[config.mk]
export PLATFORM = sky130hd
export DESIGN_NAME = text_console_ctrl
export DESIGN_NICKNAME = d
export VERILOG_FILES = /design/src/rtl/text_console_pkg.sv /design/src/rtl/text_console_addr.sv /design/src/rtl/text_console_ctrl.sv
export SDC_FILE = /design/constraint.sdc
export NUM_CORES = 1
export LEC_CHECK = 0
export CAP_MARGIN = 20
export CORE_MARGIN = 5
export CORE_UTILIZATION = 35
export CTS_BUF_LIST = sky130_fd_sc_hd__clkbuf_2 sky130_fd_sc_hd__clkbuf_4 sky130_fd_sc_hd__clkbuf_8
export CTS_CLUSTER_DIAMETER = 200
export DETAILED_ROUTE_END_ITERATION = 6
export GPL_TIMING_DRIVEN = 1
export HOLD_SLACK_MARGIN = 0.06
export SLEW_MARGIN = 30
export SYNTH_ARGS = -nofsm -noshare
export SYNTH_HDL_FRONTEND = slang
export SYNTH_SLANG_ARGS = --single-unit
export TNS_END_PERCENT = 50
[constraint.sdc]
create_clock -name clk -period 4.7 [get_ports clk]
set_input_delay 0.94 -clock clk [delete_from_list [all_inputs] [get_ports clk]]
set_output_delay 0.94 -clock clk [all_outputs]
set_load 0.02 [all_outputs]
[src/rtl/text_console_pkg.sv]
`default_nettype none
// ============================================================================
// Module      : text_console_pkg
// Description : Shared constants, control codes and state encoding for the
//               80x25 text console write-side sequencer.
//               Contents: screen geometry (COLS, ROWS, SCREEN_CELLS), fill
//               byte (BLANK_CHAR), control codes (CH_*), state type state_e.
//               The optional TAB state is only reached when the design is
//               built with TEXT_CONSOLE_TAB_EN defined.
// Revision    : 1.0 - initial release
// ============================================================================
package text_console_pkg;

    localparam int          COLS         = 80;
    localparam int          ROWS         = 25;
    localparam int          SCREEN_CELLS = COLS * ROWS;
    localparam logic [7:0]  BLANK_CHAR   = 8'h20;

    localparam logic [7:0]  CH_BS  = 8'h08;
    localparam logic [7:0]  CH_TAB = 8'h09;
    localparam logic [7:0]  CH_LF  = 8'h0A;
    localparam logic [7:0]  CH_FF  = 8'h0C;
    localparam logic [7:0]  CH_CR  = 8'h0D;

    localparam logic [1:0]  ST_IDLE   = 2'd0;
    localparam logic [1:0]  ST_CLEAR  = 2'd1;
    localparam logic [1:0]  ST_SCROLL = 2'd2;
    localparam logic [1:0]  ST_TAB    = 2'd3;

    typedef enum logic [1:0] {
        IDLE   = ST_IDLE,
        CLEAR  = ST_CLEAR,
        SCROLL = ST_SCROLL,
        TAB    = ST_TAB
    } state_e;

endpackage : text_console_pkg
`default_nettype wire

[src/rtl/text_console_addr.sv]
`default_nettype none
// ============================================================================
// Module      : text_console_addr
// Description : Combinational (row, col, scroll_row) -> text RAM address.
//               phys_row = (scroll_row + row) mod ROWS, done as a single
//               compare-and-subtract (both operands are < ROWS).
//               address  = phys_row * COLS + col, 11 bits.
// Ports       : i_row        logical row (0..ROWS-1)
//               i_col        column (0..COLS-1)
//               i_scroll_row physical row shown as screen row 0
//               o_address    text RAM address
// Revision    : 1.0 - initial release
// ============================================================================
module text_console_addr #(
    parameter int COLS = text_console_pkg::COLS,
    parameter int ROWS = text_console_pkg::ROWS
) (
    input  logic [4:0]  i_row,
    input  logic [6:0]  i_col,
    input  logic [4:0]  i_scroll_row,
    output logic [10:0] o_address
);
    import text_console_pkg::*;

    logic [5:0] w_sum;
    logic [5:0] w_phys;

    assign w_sum     = {1'b0, i_row} + {1'b0, i_scroll_row};
    assign w_phys    = (w_sum >= 6'(ROWS)) ? (w_sum - 6'(ROWS)) : w_sum;
    assign o_address = 11'(w_phys) * 11'(COLS) + 11'(i_col);

endmodule : text_console_addr
`default_nettype wire

[src/rtl/text_console_ctrl.sv]
`default_nettype none
// ============================================================================
// Module      : text_console_ctrl
// Description : Write-side sequencer for the 80x25 text display RAM.
//               Takes a byte stream over valid/ready, decodes printable
//               characters and control codes, tracks the cursor and drives
//               the RAM write port. Implements clear-screen (FF, reset) and
//               hardware scrolling through a circular row offset.
//               Optional macro TEXT_CONSOLE_TAB_EN adds TAB (0x09) handling.
// Ports       : clk, reset                 clock, sync active-high reset
//               char_data/valid/ready      input byte handshake
//               write_address/data/en      text RAM write port (registered)
//               scroll_row                 physical row shown as screen row 0
//               cursor_col, cursor_row     logical cursor position
// Revision    : 1.0 - initial release
// ============================================================================
module text_console_ctrl #(
    parameter int         COLS       = text_console_pkg::COLS,
    parameter int         ROWS       = text_console_pkg::ROWS,
    parameter logic [7:0] BLANK_CHAR = text_console_pkg::BLANK_CHAR
) (
    input  logic        clk,
    input  logic        reset,
    input  logic [7:0]  char_data,
    input  logic        char_valid,
    output logic        char_ready,
    output logic [10:0] write_address,
    output logic [7:0]  write_data,
    output logic        write_en,
    output logic [4:0]  scroll_row,
    output logic [6:0]  cursor_col,
    output logic [4:0]  cursor_row
);
    import text_console_pkg::*;

    localparam logic [10:0] c_last_cell = 11'(COLS * ROWS - 1);
    localparam logic [10:0] c_last_fill = 11'(COLS - 1);
    localparam logic [6:0]  c_last_col  = 7'(COLS - 1);
    localparam logic [4:0]  c_last_row  = 5'(ROWS - 1);

    state_e      r_state;
    logic [6:0]  r_col;
    logic [4:0]  r_row;
    logic [4:0]  r_scroll;
    logic [10:0] r_fill;
    logic [10:0] r_wr_addr;
    logic [7:0]  r_wr_data;
    logic        r_wr_en;

    logic [4:0]  w_a_row;
    logic [6:0]  w_a_col;
    logic [10:0] w_addr;
    logic [6:0]  w_col_inc;
    logic        w_at_last_col;
    logic        w_printable;
    logic [4:0]  w_nl_row;
    logic [4:0]  w_nl_scroll;
    state_e      w_nl_state;

    // During SCROLL the cleared row is logical row ROWS-1 under the already
    // advanced scroll offset, i.e. the old scroll_row physical row.
    always_comb begin
        w_a_row = r_row;
        w_a_col = r_col;
        if (r_state == SCROLL) begin
            w_a_row = c_last_row;
            w_a_col = r_fill[6:0];
        end
    end

    text_console_addr #(
        .COLS (COLS),
        .ROWS (ROWS)
    ) u_addr (
        .i_row        (w_a_row),
        .i_col        (w_a_col),
        .i_scroll_row (r_scroll),
        .o_address    (w_addr)
    );

    assign w_col_inc     = r_col + 7'd1;
    assign w_at_last_col = (r_col == c_last_col);
    assign w_printable   = (char_data >= 8'h20) && (char_data <= 8'h7E);

    // Newline outcome: move down, or at the bottom advance the offset and
    // blank the newly exposed row.
    always_comb begin
        w_nl_row    = r_row + 5'd1;
        w_nl_scroll = r_scroll;
        w_nl_state  = IDLE;
        if (r_row == c_last_row) begin
            w_nl_row    = r_row;
            w_nl_scroll = (r_scroll == c_last_row) ? 5'd0 : (r_scroll + 5'd1);
            w_nl_state  = SCROLL;
        end
    end

    always_ff @(posedge clk) begin
        if (reset) begin
            r_state   <= CLEAR;
            r_col     <= '0;
            r_row     <= '0;
            r_scroll  <= '0;
            r_fill    <= '0;
            r_wr_addr <= '0;
            r_wr_data <= BLANK_CHAR;
            r_wr_en   <= 1'b0;
        end else begin
            r_wr_en <= 1'b0;
            case (r_state)
                CLEAR: begin
                    r_wr_en   <= 1'b1;
                    r_wr_addr <= r_fill;
                    r_wr_data <= BLANK_CHAR;
                    if (r_fill == c_last_cell) begin
                        r_state  <= IDLE;
                        r_fill   <= '0;
                        r_col    <= '0;
                        r_row    <= '0;
                        r_scroll <= '0;
                    end else begin
                        r_fill <= r_fill + 11'd1;
                    end
                end

                SCROLL: begin
                    r_wr_en   <= 1'b1;
                    r_wr_addr <= w_addr;
                    r_wr_data <= BLANK_CHAR;
                    if (r_fill == c_last_fill) begin
                        r_state <= IDLE;
                        r_fill  <= '0;
                    end else begin
                        r_fill <= r_fill + 11'd1;
                    end
                end

`ifdef TEXT_CONSOLE_TAB_EN
                TAB: begin
                    r_wr_en   <= 1'b1;
                    r_wr_addr <= w_addr;
                    r_wr_data <= BLANK_CHAR;
                    if (w_at_last_col) begin
                        r_col    <= '0;
                        r_row    <= w_nl_row;
                        r_scroll <= w_nl_scroll;
                        r_state  <= w_nl_state;
                    end else begin
                        r_col <= w_col_inc;
                        if (w_col_inc[2:0] == 3'd0) begin
                            r_state <= IDLE;
                        end
                    end
                end
`endif

                IDLE: begin
                    if (char_valid && char_ready) begin
                        case (char_data)
                            CH_LF: begin
                                r_col    <= '0;
                                r_row    <= w_nl_row;
                                r_scroll <= w_nl_scroll;
                                r_state  <= w_nl_state;
                            end
                            CH_CR: r_col <= '0;
                            CH_BS: begin
                                if (r_col != 7'd0) begin
                                    r_col <= r_col - 7'd1;
                                end
                            end
                            CH_FF: begin
                                r_state <= CLEAR;
                                r_fill  <= '0;
                            end
`ifdef TEXT_CONSOLE_TAB_EN
                            CH_TAB: r_state <= TAB;
`endif
                            default: begin
                                if (w_printable) begin
                                    r_wr_en   <= 1'b1;
                                    r_wr_addr <= w_addr;
                                    r_wr_data <= char_data;
                                    if (w_at_last_col) begin
                                        r_col    <= '0;
                                        r_row    <= w_nl_row;
                                        r_scroll <= w_nl_scroll;
                                        r_state  <= w_nl_state;
                                    end else begin
                                        r_col <= w_col_inc;
                                    end
                                end
                            end
                        endcase
                    end
                end

                default: r_state <= IDLE;
            endcase
        end
    end

    assign char_ready    = (r_state == IDLE) && !reset;
    assign write_address = r_wr_addr;
    assign write_data    = r_wr_data;
    assign write_en      = r_wr_en;
    assign scroll_row    = r_scroll;
    assign cursor_col    = r_col;
    assign cursor_row    = r_row;

endmodule : text_console_ctrl
`default_nettype wire

# Word level (Yosys, flattened, before mapping)
# Index checks and enable logic that the tools add are counted.
# totals
ram_bits	0
memories	0
regBits	50
latchBits	0
input_bits	11
romBits	0
wordCells	115
out_inout_bits	38
# op_classes
n_mux	49
add_sub_neg	8
n_eq_ne	26
n_reduce_logical	20
n_bitwise	0
shift	0
mul	1
magnitude_cmp	3
div_mod_pow	0
# ops
operator	count
2-to-1 mux 11 bit	7
case mux 11 bit (3 select lines)	2
2-to-1 mux 5 bit	11
2-to-1 mux 7 bit	6
case mux 5 bit (2 select lines)	4
== test 8 x 4 -> 1 bit (second input constant)	4
2-to-1 mux 8 bit	3
case mux 7 bit (3 select lines)	1
AND reduction 6 bit	3
case mux 8 bit (2 select lines)	1
!= test 2 bit (second input constant)	7
case mux 7 bit (2 select lines)	1
2-to-1 mux 2 bit	6
case mux 2 bit (3 select lines)	2
adder 11 x 1 -> 11 bit (second input constant)	1
adder 11 x 7 -> 11 bit	1
== test 11 bit (second input constant)	1
== test 11 x 7 -> 1 bit (second input constant)	1
adder 5 x 1 -> 5 bit (second input constant)	2
== test 5 bit (second input constant)	2
greater-or-equal comparator 8 x 6 -> 1 bit (second input constant)	1
less-or-equal comparator 8 x 7 -> 1 bit (second input constant)	1
!= test 4 x 2 -> 1 bit (second input constant)	2
AND reduction 4 bit	2
26 further kinds	35

# Depth between registers and ports, before layout
# logic_depth
depth_word	11
depth_mapped	23

# Modules after synthesis
# From an unflattened synthesis, not the netlist that was laid out.
# hier_totals
cells_unflattened	445
area_unflattened_um2	3666.0
# by_module_without_submodules
mod	cells_per_inst	seq_area_each_um2	area_each_um2	instances
text_console_ctrl	360	1001.0	2932.8	1
text_console_addr	85	0.0	733.2	1

# Worst setup path after synthesis
# Ideal clock, no wire load.
# synth_path
path_type	register to register
start	register r_state[0]
end	register r_wr_addr[10] (netlist: write_address[10])
path_slack_ns	0.020
path_stages_with_launch	22
t_required_ns	4.574
t_arrival_ns	4.554
setup_ns	0.126
path_cell_list	dfxtp_1 > inv_1 > ha_1 > clkbuf_1 > nor2_1 > ha_1 > inv_1 > fa_1 > ha_1 > a2bb2oi_1 > o32ai_1 > nor3_1 > or3b_2 > nand4_1 > ha_1 > fa_1 > xor2_1 > o2111ai_1 > xnor2_1 > xnor2_1 > xnor2_1 > o21ai_0
# synth_via
elab_chain_len	11
word_cells_on_any_way	22
classes_between	add/sub (3); mul (1); order compare (1); eq/ne (5); mux (7); reduce/logical (5)
# synth_rtl
item	line	rtl
from (decl)	text_console_ctrl.sv:41	state_e r_state;
from (signal assigned)	text_console_ctrl.sv:164	r_state <= w_nl_state;
from (signal assigned)	text_console_ctrl.sv:188	r_state <= w_nl_state;
== test 2 bit	text_console_ctrl.sv:65, text_console_ctrl.sv:110	
2-to-1 mux 5 bit	text_console_ctrl.sv:65	if (r_state == SCROLL) begin
adder 5 x 5 -> 6 bit	text_console_addr.sv:28	assign w_sum = {1'b0, i_row} + {1'b0, i_scroll_row};
subtractor 6 x 5 -> 6 bit or greater-or-equal comparator 6 x 5 -> 1 bit (tied branches)	text_console_addr.sv:29	assign w_phys = (w_sum >= 6'(ROWS)) ? (w_sum - 6'(ROWS)) : w_sum;
2-to-1 mux 6 bit	text_console_addr.sv:29	
multiplier 6 x 3 -> 7 bit	text_console_addr.sv:30	assign o_address = 11'(w_phys) * 11'(COLS) + 11'(i_col);
adder 11 x 7 -> 11 bit	text_console_addr.sv:30	
2-to-1 mux 11 bit	text_console_ctrl.sv:180	if (w_printable) begin
2-to-1 mux 11 bit	text_console_ctrl.sv:159	case (char_data)
2-to-1 mux 11 bit	text_console_ctrl.sv:158	if (char_valid && char_ready) begin
case mux 11 bit (3 select lines)	text_console_ctrl.sv:110	case (r_state)
to (signal assigned)	text_console_ctrl.sv:113	r_wr_addr <= r_fill;
to (signal assigned)	text_console_ctrl.sv:128	r_wr_addr <= w_addr;
to (signal assigned)	text_console_ctrl.sv:182	r_wr_addr <= w_addr;
to (decl)	text_console_ctrl.sv:46	logic [10:0] r_wr_addr;
# Parallel ways exist; a longest one is shown, timed or not. The select of a mux whose other input is x is not followed.
# A chain may end at the register's enable or synchronous reset.

# Worst setup path after layout
# Same ends and word-level chain as after synthesis.

==> flow_summary.json <==
{
  "status": "completed",
  "fmax_mhz": 224,
  "layout_setup_ws_ns": 0.241,
  "initial_core_util": 0.355,
  "postSynthNetCount": 506,
  "maxSlewHeadroom": 0.500,
  "place_ws_ns": -0.109,
  "p_per_area_nw_per_um2": 193,
  "cap_viol_max_count": 0,
  "vias": 3408,
  "htree_levels": 2,
  "area_growth_syn_to_layout_pct": 20.9,
  "period_share": 0.949,
  "switching_share": 0.297,
  "cp-end-kind": "flip-flop",
  "clock_path_buffers": 2,
  "p_leak_nw": 1.77,
  "synth_top_area_share": 0.276,
  "path_max_fanout": 4,
  "synth_cells": 462,
  "grt_use_total": 0.146,
  "ys.flop_type": "dfxtp_1",
  "fillers": 1039,
  "placementRows": 37,
  "antenna_found_initial": 0,
  "synth_area_sq_um": 3630,
  "die_w_um": 112,
  "ys_ff_latch": 50,
  "worstSetupPathType": "reg2reg",
  "cp.required_ns": 4.90,
  "setup_viol": 0,
  "p_int_mw": 0.597,
  "hpwl_um": 6850,
  "holdPathEnd": "write_data[7]",
  "first_pass_iters": 5,
  "hold_buffers": 0,
  "synthTopCellsByArea": "dfxtp_1 28%, ha_1 10%, nor2_1 6.2%",
  "numPortBuffers": 48,
  "clk_pin_slew_ns": 0.11,
  "fin_setup_tns_ns": 0,
  "grt_pass1_vias": 3219,
  "async_reset_ff_frac": 0,
  "p_switching_mw": 0.252,
  "vias_per_cell": 5.33,
  "synth_edf_count": 0,
  "avgSynthCellArea_sq_um": 7.86,
  "drive_above_1_share": 0.0933,
  "cts_tree": "yes",
  "maxSlewViolCount": 0,
  "reg2reg_from": "r_state[0]",
  "drc": 0,
  "dieArea_sq_um": 12500,
  "cts_sinks": 50,
  "combinationalPowerShare": 0.153,
  "start_kind": "flip-flop",
  "power.share.clock": 0.321,
  "hold_depth": 1,
  "timing.rr.end": "write_address[10]",
  "gp_congestion": 0.828,
  "die_h_um": 112,
  "synth_cell_types": 65,
  "hold_class": "reg2reg",
  "wire_per_inst_um": 14.6,
  "finalPower_mw": 0.849,
  "detail-route-antenna-nets": 0,
  "cts_root_buf": "clkbuf_8",
  "fin_crit_ns": 4.46,
  "grt_pass1_wl_um": 15400,
  "io_pins": 49,
  "antennaDiodeCount": 0,
  "utilization": 0.429,
  "cp.arrival_ns": 4.66,
  "grt.overflow.total": 0,
  "hold_violations": 0,
  "wl_um": 9370,
  "yosysTopAreaCell": "dfxtp_1",
  "first_iter_violations": 159,
  "vdd_drop_max_uv": 132,
  "ff2ff_setup_slack_ns": 0.24,
  "ys_warn_count": 0,
  "min-delay-start": "write_data[7]",
  "clk_latency_ns": 0.32,
  "finalClockSkew_ns": 0.0110,
  "p_seq_frac": 0.526,
  "numCtsBuffers": 5,
  "yosysMostFrequentCell": "nor2_1",
  "worstRegToRegCells": 19,
  "grt_max_degree": 31,
  "tightestPinTransition_ns": 0.743,
  "coreArea_sq_um": 10200,
  "num-nets-final": 547,
  "seq_area_frac_synth": 0.276,
  "holdWs_ns": 0.490,
  "synthTopCellsByCount": "60 x nor2_1, 50 x dfxtp_1, 50 x nand2_1"
}
-- per-stage QoR --
step / instances / instance area [sq um]
after floorplan: 462 / 3630
after global placement: 630 / 4190
after detailed placement: 630 / 4190
after CTS: 639 / 4300
after global routing: 640 / 4390
final: 640 / 4390
-- power by group through the flow --
stage | Clock (mW) | Sequential (mW) | Combinational, mW
2_1_floorplan | 0 | 0.463 | 0.0779
3_3_place_gp | 0 | 0.456 | 0.127
3_5_place_dp | 0 | 0.457 | 0.128
4_1_cts | 0.285 | 0.447 | 0.129
5_1_grt | 0.303 | 0.449 | 0.142
6_report | 0.273 | 0.447 | 0.130
-- critical path, stage by stage (launching register included) --
cell and delay [ns]:
dfxtp_2 0.36, inv_1 0.07, ha_1 0.22, nor2_1 0.11, ha_2 0.19, inv_1 0.05
fa_2 0.46, ha_4 0.19, a32o_1 0.29, nor3_4 0.20, or3b_2 0.46, nand4_1 0.11
ha_1 0.28, fa_2 0.42, xor2_2 0.20, o2111ai_2 0.16, xnor2_1 0.21, xnor2_1 0.15
xnor2_1 0.13, o21ai_0 0.09
-- worst max path at each step --
| stage | startpoint | endpoint | depth (start not counted) | slack, ns |
|---|---|---|---|---|
| global placement | r_state[0] | write_address[10] | 20 | 0.1 |
| CTS | r_state[0] | write_address[10] | 19 | 0.01 |
| detailed placement | r_state[0] | write_address[10] | 20 | -0.11 |
| global route | r_state[0] | write_address[10] | 19 | -0.07 |
| finish | r_state[0] | write_address[10] | 19 | 0.24 |
| floorplan | r_state[0] | write_address[10] | 21 | 0.02 |
-- sequential cells by signal (all words and copies together), names as in the netlist --
name           cells
cursor_col         7
write_data         8
write_en           1
r_state            2
scroll_row         5
cursor_row         5
r_fill            11
write_address     11
-- timing repair --
| item | CTS | global route |
|---|---|---|
| setup buffers | 1 | 1 |
| endpoints found under the setup margin | 1 | 3 |
| gates cloned | 0 | 0 |
| pin swaps | 2 | 5 |
| resized for setup | 1 | 17 |
-- placed cells by master, fill, tap and decap left out, types with 3 or more instances in the layout --
master | netlist | final
nor2_1 | 60 | 59
nand2_1 | 50 | 50
dfxtp_1 | 50 | 49
clkdlybuf4s50_1 | 0 | 48
a21oi_1 | 32 | 31
ha_1 | 30 | 27
inv_1 | 20 | 20
o21ai_0 | 20 | 19
nor3_1 | 12 | 11
xnor2_1 | 12 | 11
mux2i_1 | 10 | 10
nand3_1 | 9 | 9
buf_4 | 2 | 9
nand2b_1 | 8 | 8
or3_1 | 8 | 8
nand4_1 | 8 | 8
xor2_1 | 9 | 8
and3_1 | 8 | 8
nor2b_1 | 7 | 7
a21o_1 | 7 | 7
a211oi_1 | 6 | 6
clkbuf_8 | 3 | 5
a32o_1 | 4 | 4
nor4_1 | 4 | 4
nand4b_1 | 4 | 4
a31oi_1 | 4 | 3
o21a_1 | 3 | 3
and2_1 | 3 | 3
a221oi_1 | 3 | 3
o211ai_1 | 3 | 3
-- cells by family after synthesis --
group	after synthesis	synth area share
AO/OA/AOI/OAI	106	0.193
XOR/XNOR	21	0.0507
adder cells (fa/ha/maj)	33	0.120
buffers and inverters	43	0.0603
flip-flops	50	0.276
multiplexers	12	0.0338
AND/OR/NAND/NOR	197	0.266
-- layer usage --
| layer | track usage | vias up | part of all wire |
|---|---|---|---|
| li1 | - | 1724 | - |
| met1 | 0.193 | 1602 | 0.48 |
| met2 | 0.235 | 72 | 0.46 |
| met3 | 0.0337 | 10 | 0.046 |
| met4 | 0.0462 | 0 | 0.014 |
| met5 | 0 | - | 0 |
-- layout make-up --
type / count / area [sq um] / share of cell area
clock inverters: 3 / 26.3 / 0.00599
clock buffers: 5 / 68.8 / 0.0157
well taps: 136 / 170 / 0.0388
repair buffers: 57 / 548 / 0.125
multi-input cells: 369 / 2500 / 0.569
flip-flops and latches: 50 / 1000 / 0.228
inverters: 20 / 75.1 / 0.0171
No activity file was read; power rests on OpenSTA's default activity.
